===== src/rtl/sga_body_engine.sv =====
// Snake body store: a segment array (index 0 = head) updated by a multi-cycle shift on each move,
// with a one-cycle init loader and a head-first segment scan stream.
module sga_body_engine #(
  parameter int unsigned MAXLEN = 32
) (
  input  logic                    clock,
  input  logic                    restart,
  input  logic                    init,
  input  logic [7:0]              init_pos,
  input  logic                    move_req,
  input  logic [7:0]              head_pos,
  input  logic                    grow,
  input  logic                    scan_req,
  output logic                    busy,
  output logic                    move_done,
  output logic                    self_collision,
  output logic                    scan_valid,
  output logic [7:0]              scan_pos,
  output logic                    scan_last,
  output logic                    scan_done,
  output logic [$clog2(MAXLEN):0] length
);
  localparam int unsigned IW = $clog2(MAXLEN);
  localparam int unsigned LW = IW + 1;

  typedef enum logic [2:0] {
    S_IDLE, S_INIT, S_SHIFT, S_WRITE_HEAD, S_MOVE_DONE, S_SCAN, S_SCAN_END
  } state_t;

  state_t        state;
  logic [7:0]    mem [MAXLEN];
  logic [IW-1:0] idx;
  logic [LW-1:0] len_new;
  logic [7:0]    head_q;
  logic [LW-1:0] len_calc;
  logic [IW-1:0] idx_dn;
  logic [IW-1:0] idx_up;
  logic          scan_at_tail;

  // Length after a move: an empty body becomes one segment; growth saturates at MAXLEN.
  always_comb begin
    len_calc = length;
    if (length == '0) begin
      len_calc = LW'(1);
    end else if (grow && (length < LW'(MAXLEN))) begin
      len_calc = length + LW'(1);
    end
  end

  assign idx_dn       = idx - IW'(1);
  assign idx_up       = idx + IW'(1);
  assign scan_at_tail = ({1'b0, idx} == (length - LW'(1)));

  always_ff @(posedge clock or posedge restart) begin
    if (restart) begin
      state          <= S_IDLE;
      idx            <= '0;
      len_new        <= '0;
      head_q         <= '0;
      length         <= '0;
      busy           <= 1'b0;
      move_done      <= 1'b0;
      self_collision <= 1'b0;
      scan_valid     <= 1'b0;
      scan_pos       <= '0;
      scan_last      <= 1'b0;
      scan_done      <= 1'b0;
      for (int k = 0; k < int'(MAXLEN); k++) mem[k] <= '0;
    end else begin
      move_done <= 1'b0;
      scan_done <= 1'b0;
      case (state)
        S_IDLE: begin
          if (init) begin
            head_q <= init_pos;
            state  <= S_INIT;
            busy   <= 1'b1;
          end else if (move_req) begin
            head_q  <= head_pos;
            len_new <= len_calc;
            idx     <= IW'(len_calc - LW'(1));
            state   <= (len_calc > LW'(1)) ? S_SHIFT : S_WRITE_HEAD;
            busy    <= 1'b1;
          end else if (scan_req) begin
            busy <= 1'b1;
            idx  <= '0;
            if (length == '0) begin
              state     <= S_SCAN_END;
              scan_done <= 1'b1;
            end else begin
              state      <= S_SCAN;
              scan_valid <= 1'b1;
              scan_pos   <= mem[0];
              scan_last  <= (length == LW'(1));
            end
          end
        end
        S_INIT: begin
          for (int k = 0; k < int'(MAXLEN); k++) mem[k] <= (k < 3) ? head_q : 8'h00;
          length         <= LW'(3);
          self_collision <= 1'b0;
          state          <= S_IDLE;
          busy           <= 1'b0;
        end
        // Tail-first shift; only segments that survive the move are checked against the new head.
        S_SHIFT: begin
          mem[idx] <= mem[idx_dn];
          if (head_q == mem[idx_dn]) self_collision <= 1'b1;
          if (idx == IW'(1)) state <= S_WRITE_HEAD;
          else               idx   <= idx_dn;
        end
        S_WRITE_HEAD: begin
          mem[0]    <= head_q;
          length    <= len_new;
          move_done <= 1'b1;
          state     <= S_MOVE_DONE;
        end
        S_MOVE_DONE: begin
          state <= S_IDLE;
          busy  <= 1'b0;
        end
        S_SCAN: begin
          if (scan_at_tail) begin
            scan_valid <= 1'b0;
            scan_pos   <= '0;
            scan_last  <= 1'b0;
            scan_done  <= 1'b1;
            state      <= S_SCAN_END;
          end else begin
            idx       <= idx_up;
            scan_pos  <= mem[idx_up];
            scan_last <= ({1'b0, idx_up} == (length - LW'(1)));
          end
        end
        S_SCAN_END: begin
          state <= S_IDLE;
          busy  <= 1'b0;
        end
        default: begin
          state <= S_IDLE;
          busy  <= 1'b0;
        end
      endcase
    end
  end

endmodule


===== config.mk =====
export PLATFORM = sky130hd
export DESIGN_NAME = sga_body_engine
export DESIGN_NICKNAME = d
export VERILOG_FILES = /design/src/rtl/sga_body_engine.sv
export SDC_FILE = /design/constraint.sdc
export NUM_CORES = 1
export LEC_CHECK = 0
export ABC_AREA = 1
export BUFFER_PORTS_ARGS = -buffer_cell sky130_fd_sc_hd__buf_2
export CAP_MARGIN = 20
export CORE_MARGIN = 1
export CORE_UTILIZATION = 46
export DETAILED_ROUTE_END_ITERATION = 16
export PLACE_DENSITY_LB_ADDON = 0.1
export SLEW_MARGIN = 20
export SYNTH_ARGS = -nofsm -noshare
export SYNTH_HDL_FRONTEND = slang
export SYNTH_SLANG_ARGS = --single-unit

===== constraint.sdc =====
create_clock -name clock -period 13.8 [get_ports clock]
set_input_delay 2.07 -clock clock [delete_from_list [all_inputs] [get_ports clock]]
set_output_delay 2.07 -clock clock [all_outputs]
set_load 0.005 [all_outputs]

# After elaboration in Yosys (flattened, before gate mapping)
# Index checks and enable logic that the tools add are counted.
# totals
elab_cells	161
regBits	298
output_inout_bits	20
# op_classes
addsub	5
n_reduce_logical	20
eq_ne	20
n_lt_le_gt_ge	6
n_bitwise	5
n_mux	61
# ops
op	count
$pmux W248 S2	1
$bwmux W256	1
$mux W8	12
$bmux W8 S5	2
$demux W8 S5	1
$pmux W8 S2	2
$mux W5	5
$mux W1	21
$ge A6 B6 Y1 const B	3
$ne A2 B2 Y1 const B	9
$not A5 Y6	3
$mux W3	5
$pmux W5 S3	1
$eq A5 B6 Y1	2
$mux W6	2
$pmux W3 S4	1
$pmux W6 S2	1
$pmux W1 S2	5
$reduce_and A5 Y1	2
$reduce_bool A2 Y1	5
$sub A5 B1 Y5 const B	2
$eq A8 B8 Y1	1
$add A6 B1 Y6 const B	1
$eq A3 B2 Y1 const B	2
22 further kinds	27

# Depth between registers and ports, before layout
# depth
depth_word	9
ltp_mapped	18
ltp_nobuf	15

# Least setup slack after synthesis
# No wires, ideal clock.
# synth_path
path_type	input-to-reg
from	input port init
to	register scan_pos[0]
stages	7
path_buffers	1
setup_slack_ns	10.552
required_ns	13.678
arrival_ns	3.126
cell_sequence	nor2_1 nor2_4 nor3_4 inv_2 buf_2 a21oi_1 a21oi_1
# synth_via
elab_chain_cells	2
# synth_rtl
element	line	text
from (decl)	8	input logic init,
$ne A2 B2 Y1 (no line)	-	
$reduce_and A5 Y1 (no line)	-	
to (signal assigned)	93	scan_pos <= mem[0];
to (signal assigned)	131	scan_pos <= mem[idx_up];
to (decl)	18	output logic [7:0] scan_pos,
# Every way passes these cells.
# A chain may end at the register's enable or synchronous reset.

# Worst setup path after layout
# layout_path
from	register idx[0]
to	register mem[126] in the netlist's numbering
# layout_via
elab_chain_cells	7
word_cells_on_any_way	13
classes_between	1 x add/sub; 2 x order compare; 7 x mux; 2 x bitwise; 1 x reduce/logical
# layout_rtl
element	line	text
from (decl)	32	logic [IW-1:0] idx;
from (signal assigned)	81	idx <= IW'(len_calc - LW'(1));
from (signal assigned)	110	else idx <= idx_dn;
from (signal assigned)	130	idx <= idx_up;
$sub A5 B1 Y5 or $not A5 Y6 (tied branches)	50, 107	
$not A5 Y6 (implied by the code), or another cell as far along	107	mem[idx] <= mem[idx_dn];
$bmux W8 S5 or $logic_and A1 B1 Y1 (tied branches)	107	
$mux W8 (implied by the code)	107	
$mux W8 (implied by the code) or $demux W8 S5 (tied branches)	107	
$bwmux W256 (*)	107	
$pmux W248 S2 (*)	72	case (state)
to (signal, indexed assignment)	107	
to (decl)	31	logic [7:0] mem [MAXLEN];
# Every way passes the cells marked *; elsewhere a longest branch is shown, timed or not. The select of a mux whose other input is x is not followed.

==> out/metrics.cfg <==
[worst_hold_path]
hold_path.class = register to register
hold_start = busy

[drt]
wl_um = 55510
ant_nets = 0
viasPerCell = 5.988
drtIter0Drc = 1713
post-route-drc-count = 0
wl_per_cell_um = 21.35
drtPass1Iterations = 8
vias = 15569

[global_routing]
overflow = 0
grt_pass1_vias = 14422
grt_pass1_wl_um = 85820
grt_max_degree = 173
track_usage = 0.3083
antenna_found_initial = 0

[worst_setup_path]
start_kind = register
worst-path-max-fanout = 75
max_stage_delay_ns = 0.88
slowest_stage = clkinv_2
r2r_setup_slack_ns = 8.15
worstPathCellList = inv_4, ha_4, clkinv_2, buf_4, nand3_1, nand2_1, nand2_1, nand3_1, nand3_1, nand2_1, buf_4, o21ai_0
path_class = register to register
startpoint = idx[0]
cp.arrival_ns = 6.07
critPathTopFamily = buffers and inverters
worstPathRequired_ns = 14.22
cp_num_buf_inv = 4
r2r-start = idx[0]
cp-end-kind = register

[die]
die_height_um = 190.8
dieArea_um2 = 36400
ioPinCount = 42
core_area_um2 = 34800
rows = 68
die_w_um = 190.8
initial_core_util = 0.4711

[logic_synthesis]
synth_top_family_by_area = simple AND/OR/NAND/NOR gates
synth_compound_area_frac = 0.1471
synth-simple-area-share = 0.3033
syn_inst = 2185
synthesis.area_um2 = 16390
syn_nets = 2218
syn_avg_cell_area_um2 = 7.503
ys.flop_type = dfrtp_1
synthXorXnorAreaFrac = 0.008471
synth_edf_count = 0
ys_ff_latch = 298
async_reset_ff_frac = 1.000
yosysWarnings = 0
synthMuxAreaShare = 0
synth_cell_types = 46
synth_fa_ha_area_frac = 0.008395
synth-seq-area-share = 0.4549

[sta]
hold_viol = 0
worst_pin_slew_ns = 1.027
slew_headroom = 0.3156
layout_min_cycle_time_ns = 5.650
rsz0062_at_grt = no
tns_ns = 0
finalSetupViolCount = 0
fin_crit_sh = 0.4094
clock_skew_ns = 0.02837
fmax_ghz = 0.1770
maxSlewViolCount = 0

[final_layout]
final_nets = 2153
diodes = 0
drive_gt1_frac = 0.07692
stdcell_count = 2600
final_cell_mix = nand2_1 (584), nand3_1 (438), dfrtp_1 (297), o21ai_0 (218), inv_1 (113)
nFillCells = 3466
area_growth_pct = 8.174
layout_commonest_cell = nand2_1

[run]
maxCapViolations = 0

[clock_tree]
post-cts-setup-buffer-count = 0
tritoncts = yes
cts_max_level = 2
clk_pin_slew_ns = 0.06
clockBufferDepth = 3
numCtsBuffers = 35
hold_buffers = 0
root_buffer = clkbuf_16
cts-resized-gates = 0
clock-sinks = 298
clkLatencyLatePin_ns = 0.55

[power]
leakage_nw = 7.906
power_density_nw_per_um2 = 249.7
vdd_drop_max_mv = 0.1255

[placement]
port_buffers = 41
dp_hpwl_um = 34810
routabilityCongestion = 0.9481
place_inst = 2538

[outcome]
status = completed

-- cells in the mapped netlist, types with 2 or more instances --
cell type,instances,area share
nand3_1,438,0.13
buf_6,8,0.0055
a22oi_1,2,0.00092
or2_2,8,0.0031
xor2_1,10,0.0053
buf_2,63,0.019
or2_0,2,0.00076
xnor2_1,4,0.0021
o211ai_1,30,0.014
buf_1,14,0.0032
o31ai_1,2,0.00092
nand2_2,5,0.0019
clkbuf_2,3,0.00092
nor2_4,9,0.0062
o21ai_0,218,0.067
inv_1,115,0.026
o21ai_1,66,0.020
inv_2,11,0.0025
dfrtp_1,298,0.45
a21oi_1,40,0.012
nor3_1,5,0.0015
clkbuf_1,62,0.014
nor2_2,4,0.0015
buf_4,11,0.0050
nor2_1,67,0.015
o311ai_0,4,0.0021
nand4_1,7,0.0027
o311ai_1,2,0.0011
nand2_1,586,0.13
o22ai_1,62,0.024
ha_1,11,0.0084
inv_4,2,0.00076
o221ai_1,3,0.0016
-- per-layer routing --
metal	global-route usage	share of wire	wire (µm)	up-vias
met5	0	0	0	-
li1	-	-	-	7244
met3	0.04582	0.071	3947	138
met4	0.1289	0.041	2299	0
met1	0.4365	0.44	24630	7555
met2	0.4696	0.44	24630	632
-- per-stage QoR --
stage / utilization / setup WS, ns / hold slack, ns / area (µm²) / power, mW
3_5_place_dp: 0.4760 / 8.300 / 0.4714 / 16560 / 3.439
5_1_grt: 0.5096 / 7.811 / 0.5241 / 17730 / 4.671
6_report: 0.5096 / 8.150 / 0.4829 / 17730 / 4.427
3_3_place_gp: 0.4759 / 8.230 / 0.4682 / 16560 / 3.425
2_1_floorplan: - / 3.497 / 0.4534 / 16390 / 2.744
4_1_cts: 0.5096 / 8.294 / 0.4862 / 17730 / 4.393
-- worst paths after layout --
check | to | cells after the start
hold / removal | busy | 2
hold reg to reg | busy | 2
setup / recovery | mem[126] | 12
setup reg to reg | mem[126] | 12
max in group asynchronous | idx[0] | 3
min in group asynchronous | mem[181] | 2
-- flip-flops by register name (all words and copies together), names as in the netlist --
name and cells:
busy 1, head_q 8, idx 5, len_new 6, length 6, mem 256
move_done 1, scan_done 1, scan_last 1, scan_pos 8, scan_valid 1, self_collision 1
state 3
-- cell type report --
| type | instances | area (µm²) | area share |
|---|---|---|---|
| clock buffers | 53 | 1076 | 0.06067 |
| clock inverters | 9 | 95.09 | 0.005362 |
| inverters | 129 | 498.0 | 0.02808 |
| multi-input cells | 1597 | 7682 | 0.4332 |
| flip-flops and latches | 298 | 7461 | 0.4207 |
| well taps | 455 | 569.3 | 0.03210 |
| repair buffers | 59 | 352.8 | 0.01990 |
-- tightest hold or removal path, stage by stage (launching register included) --
cell	delay, ns
dfrtp_1	0.34
nand2_1	0.05
o21ai_0	0.05
-- logic make-up (layout without fill, tap and decap cells) --
group | after synthesis | after routing
fa+ha+maj | 11 | 11
simple gates | 1135 | 1135
xor+xnor | 15 | 15
buf+inv | 290 | 250
flops | 298 | 298
compound gates | 436 | 436
-- power by group --
group / internal [mW] / switching, mW / leakage (nW)
logic: 0.543 / 1.78 / 3.26
registers: 1.03 / 0.125 / 4.06
clock network: 0.574 / 0.377 / 0.585
Note: power is estimated with default switching activity, not from simulation.
